--- src/rtl/pulse_to_level.sv ---
// rtl/pulse_to_level.sv - stretches input event pulses into fixed-width output windows with a bounded event queue
//
// Each accepted event produces one HOLD_CYCLES-long high window on dout. Consecutive
// windows are separated by at least GAP_CYCLES low clocks. Events that arrive while a
// window or gap is running are counted (up to PEND_MAX). Events beyond that are dropped
// and flagged.
//
// Ports:
//   clk       system clock, rising edge
//   rst_n     asynchronous active-low reset
//   pin       event input, one event per cycle sampled high
//   clr_ovf   synchronous clear of the sticky overflow flag
//   dout      stretched level output (registered)
//   busy      high while a window or gap is in progress (registered)
//   pend_cnt  number of queued events not yet output (registered)
//   overflow  sticky drop indicator (registered)

module pulse_to_level #(
  parameter int HOLD_CYCLES = 4,
  parameter int GAP_CYCLES  = 2,
  parameter int PEND_MAX    = 3
) (
  input  logic       clk,
  input  logic       rst_n,
  input  logic       pin,
  input  logic       clr_ovf,
  output logic       dout,
  output logic       busy,
  output logic [3:0] pend_cnt,
  output logic       overflow
);

  typedef enum logic [1:0] {
    S_IDLE = 2'd0,
    S_HIGH = 2'd1,
    S_GAP  = 2'd2
  } state_t;

  // Counters are loaded with length-1 and the phase ends on the edge where they read 0.
  localparam logic [7:0] HOLD_LOAD = 8'(HOLD_CYCLES - 1);
  localparam bit         HAS_GAP   = (GAP_CYCLES > 0);
  localparam logic [7:0] GAP_LOAD  = HAS_GAP ? 8'(GAP_CYCLES - 1) : 8'd0;
  localparam logic [3:0] PEND_TOP  = 4'(PEND_MAX);

  state_t     r_state;
  state_t     w_next;
  logic [7:0] r_hold;
  logic [7:0] w_hold_nxt;
  logic [7:0] r_gap;
  logic [7:0] w_gap_nxt;
  logic [3:0] r_pend;
  logic [3:0] w_pend_nxt;
  logic       r_ovf;
  logic       w_ovf_nxt;
  logic       r_dout;
  logic       r_busy;
  logic       w_win_end;
  logic       w_deq;
  logic       w_direct;
  logic       w_enq;
  logic       w_drop;

  always_comb begin
    w_next     = r_state;
    w_hold_nxt = r_hold;
    w_gap_nxt  = r_gap;
    w_win_end  = 1'b0;
    w_deq      = 1'b0;
    w_direct   = 1'b0;

    case (r_state)
      S_IDLE: begin
        if (pin) begin
          w_next     = S_HIGH;
          w_hold_nxt = HOLD_LOAD;
        end
      end
      S_HIGH: begin
        if (r_hold == 8'd0) begin
          if (HAS_GAP) begin
            w_next    = S_GAP;
            w_gap_nxt = GAP_LOAD;
          end else begin
            w_win_end = 1'b1;
          end
        end else begin
          w_hold_nxt = r_hold - 8'd1;
        end
      end
      S_GAP: begin
        if (r_gap == 8'd0) begin
          w_win_end = 1'b1;
        end else begin
          w_gap_nxt = r_gap - 8'd1;
        end
      end
      default: begin
        w_next = S_IDLE;
      end
    endcase

    // End of a window/gap: start the next window from the queue, or from an event
    // arriving right now when the queue is empty (so pend_cnt never sits non-zero in IDLE).
    if (w_win_end) begin
      if (r_pend != 4'd0) begin
        w_next     = S_HIGH;
        w_hold_nxt = HOLD_LOAD;
        w_deq      = 1'b1;
      end else if (pin) begin
        w_next     = S_HIGH;
        w_hold_nxt = HOLD_LOAD;
        w_direct   = 1'b1;
      end else begin
        w_next = S_IDLE;
      end
    end
  end

  always_comb begin
    w_enq      = pin && (r_state != S_IDLE) && !w_direct;
    w_drop     = 1'b0;
    w_pend_nxt = r_pend;
    if (w_enq && !w_deq) begin
      if (r_pend < PEND_TOP) begin
        w_pend_nxt = r_pend + 4'd1;
      end else begin
        w_drop = 1'b1;
      end
    end else if (!w_enq && w_deq) begin
      w_pend_nxt = r_pend - 4'd1;
    end
    // A drop in the same cycle as a clear leaves the flag set.
    if (w_drop) begin
      w_ovf_nxt = 1'b1;
    end else if (clr_ovf) begin
      w_ovf_nxt = 1'b0;
    end else begin
      w_ovf_nxt = r_ovf;
    end
  end

  always_ff @(posedge clk or negedge rst_n) begin
    if (!rst_n) begin
      r_state <= S_IDLE;
      r_hold  <= 8'd0;
      r_gap   <= 8'd0;
      r_pend  <= 4'd0;
      r_ovf   <= 1'b0;
      r_dout  <= 1'b0;
      r_busy  <= 1'b0;
    end else begin
      r_state <= w_next;
      r_hold  <= w_hold_nxt;
      r_gap   <= w_gap_nxt;
      r_pend  <= w_pend_nxt;
      r_ovf   <= w_ovf_nxt;
      r_dout  <= (w_next == S_HIGH);
      r_busy  <= (w_next != S_IDLE);
    end
  end

  assign dout     = r_dout;
  assign busy     = r_busy;
  assign pend_cnt = r_pend;
  assign overflow = r_ovf;

endmodule

--- config.mk ---
export PLATFORM = sky130hd
export DESIGN_NAME = pulse_to_level
export DESIGN_NICKNAME = d
export VERILOG_FILES = /design/src/rtl/pulse_to_level.sv
export SDC_FILE = /design/constraint.sdc
export NUM_CORES = 1
export LEC_CHECK = 0
export CORE_MARGIN = 1
export CORE_UTILIZATION = 40
export CTS_CLUSTER_SIZE = 28
export DETAILED_ROUTE_END_ITERATION = 8
export PLACE_DENSITY = 0.69
export SLEW_MARGIN = 20
export SYNTH_ARGS = -nofsm -noshare
export SYNTH_HDL_FRONTEND = slang
export SYNTH_SLANG_ARGS = --single-unit
export TNS_END_PERCENT = 10
--- constraint.sdc ---
create_clock -name clk -period 3.8 [get_ports clk]
set_input_delay 0.76 -clock clk [delete_from_list [all_inputs] [get_ports clk]]
set_output_delay 0.76 -clock clk [all_outputs]
set_load 0.02 [all_outputs]
==> qor.csv <==
metric,value,unit
CTS HTree Levels,1,
routed vias,1079,
drt first pass iters,4,
clk buf depth,2,
# clock sinks,25,
clock root cell,clkbuf_4,
P_sw,579,µW
"Seq/Total Area, Yosys",44.5,%
critical path class,reg2reg,
Wirelength per Cell,13.3,µm
Int Power,743,µW
Clock Pin Slew Worst Setup and Hold Paths,0.13,ns
Core Footprint,0.00336,mm²
minimum clock period,3.07,ns
CTS Buf Count,3,
CP Capture Point,pend_cnt[3],
global-route wire length before repair,4500,µm
most frequent cells in the layout,"25 x dfrtp_1, 14 x nor2_1, 9 x inv_1, 9 x a21oi_1, 9 x clkdlybuf4s50_1",
worst hold path type,in2async,
Leak Pwr,0.668,nW
All-Layer GR Usage,16.4,%
CTS tree,done,
largest net degree at the start of global routing,26,
Peak VDD IR,0.213,mV
"Non-Filler Cell Area, Final",0.00157,mm²
ANT cells,0,
RR Endpoint,pend_cnt[3],
Worst EP arrival,3.29,ns
fin. max-slew vios,0,
RSZ-0062 raised after global routing,no,
CP Launch Point,r_gap[1],
post-route ant nets,0,
Worst Path Required,4.02,ns
Syn Std Cell Area,0.00141,mm²
Synth Flop Type,dfrtp_1,
layout cell share with drive strength beyond 1,6.54,%
R2R setup slack,0.73,ns
Critical Path End Type,flip-flop,
Reg power frac,38.7,%
die height,61.3,µm
Yosys Warn Count,0,
Gate Count Post-Synth,143,
largest area contributor in the netlist,dfrtp_1,
drt drc,0,
std cell rows,21,
gp weighted congestion,0.815,
Layout Skew,0.00866,ns
post-synth top area share,44.5,%
boundary pin count,11,
Tightest Pin Transition,0.878,ns
Slew headroom,41.0,%
crit share post-route,80.8,%
Placed Area,0.00155,mm²
#FFs+latches synth,25,
PortBufs,10,
startpoint types,flip-flop,
Combinational Power Share,52.3,%
Synth-to-Final Area Change,11.5,%
Die Wd,61.3,µm
cell count of the worst reg-to-reg path,10,
Max Clk Rate,326,MHz
Max Cap Viol,0,
count of hold-fix buffers inserted at cts,0,
Sw Share,43.8,%
reg-to-reg startpoint,r_gap[1],
ys async rst share,100,%
Initial Util,41.8,%
vias in the first global route,1078,
GRT overflow,0,
outcome,completed,
Post CTS Setup Buffer Count,0,
Post-Syn Nets,153,
clock network fraction of total power,9.0,%
DR iter-0 viols,64,
Total Die Area,0.00375,mm²
Final nets,164,
syn avg cell area,9.83,µm²
"most common cell after layout, fill and taps aside",dfrtp_1,
Post-synth EDFFs,0,
synth unique cells,45,
CP max FO,7,
Clock Latency Late Sink,0.32,ns
WL final,2650,µm
final core occ,46.6,%
"top cells by area, synth","dfrtp_1 45%, ha_1 4.5%, nor2_1 3.7%",
antenna violations before repair,0,
Pwr Density,844,mW/mm²
setup_tns,0,ns
filler cell count,335,
dpl hpwl,1960,µm
cts repair resizes,0,
Via-to-Cell Ratio,5.42,
final hold violation count,0,
Final Setup Violations,0,
-- worst min-delay path by stage --
stage	startpoint	endpoint	slack (ns)
2_1_floorplan	rst_n	busy	0.46
3_3_place_gp	r_hold[5]	r_hold[5]	0.52
3_5_place_dp	overflow	overflow	0.52
4_1_cts	overflow	overflow	0.54
5_1_grt	rst_n	pend_cnt[3]	0.44
6_report	rst_n	r_gap[2]	0.41
-- stage by stage --
stage               hold WS (ns)  setup slack [ns]  std cells  power [mW]
floorplan                  0.464              1.02        143        1.01
global placement           0.516             0.888        195        1.17
detailed placement         0.516             0.759        195        1.21
CTS                        0.538             0.740        199        1.33
global route               0.444             0.487        199        1.45
finish                     0.408             0.730        199        1.32
-- cell usage after synthesis (all sizes together), types with 3 or more instances --
cell type and number:
nor3 3, a21oi 9, dfrtp 25, nand2 6, nand2b 4, inv 9, xor2 6, a21o 3
mux2 3, ha 5, or3 7, o21ai 7, nor2 14, nand4 3
-- cells by family after synthesis --
kind of cell | share of synthesized area (%)
AOI/OAI and AO/OA | 16.4
xor gates and xnor gates | 4.99
adders and majority gates | 5.88
buffers and inverters | 3.65
DFF | 44.5
muxes | 3.83
and+or+nand+nor | 20.7
-- layout make-up --
class	count	area (µm²)	share of cell area (%)
clock buffer	4	26.3	1.68
inverter	9	33.8	2.16
multi-input combinational	105	728	46.5
sequential	25	626	39.9
tap	46	57.6	3.67
timing repair buffer	10	95.1	6.07
-- power by group through the flow --
| stage | Combinational, mW | Sequential (mW) | Clock [mW] |
|---|---|---|---|
| 6_report | 0.692 | 0.512 | 0.118 |
| 5_1_grt | 0.785 | 0.532 | 0.132 |
| 4_1_cts | 0.697 | 0.510 | 0.123 |
| 3_5_place_dp | 0.694 | 0.515 | 0 |
| 3_3_place_gp | 0.663 | 0.507 | 0 |
| 2_1_floorplan | 0.480 | 0.534 | 0 |
-- registers in the layout (all words and copies together), names as in the netlist --
register and flops:
r_gap 8, r_hold 8, pend_cnt 4, dout 1
busy 1, overflow 1, r_state 2
-- critical path, cell delays in order (launching register included) --
cell and delay, ns:
dfrtp_1 0.44, inv_1 0.10, ha_1 0.15, or4b_1 0.59, nor3b_4 0.34, nand2b_1 0.22
ha_1 0.27, a21o_1 0.16, a2111oi_0 0.40, mux2i_1 0.16, xnor2_1 0.15
-- metal layers --
| metal | vias to the layer above | track usage, % | part of all wire [%] |
|---|---|---|---|
| met5 | - | 0 | 0 |
| li1 | 533 | - | - |
| met2 | 18 | 29.2 | 50 |
| met4 | 0 | 7.47 | 1.6 |
| met1 | 523 | 18.9 | 46 |
| met3 | 5 | 3.15 | 2.4 |
Note: power is estimated with default switching activity, not from simulation.
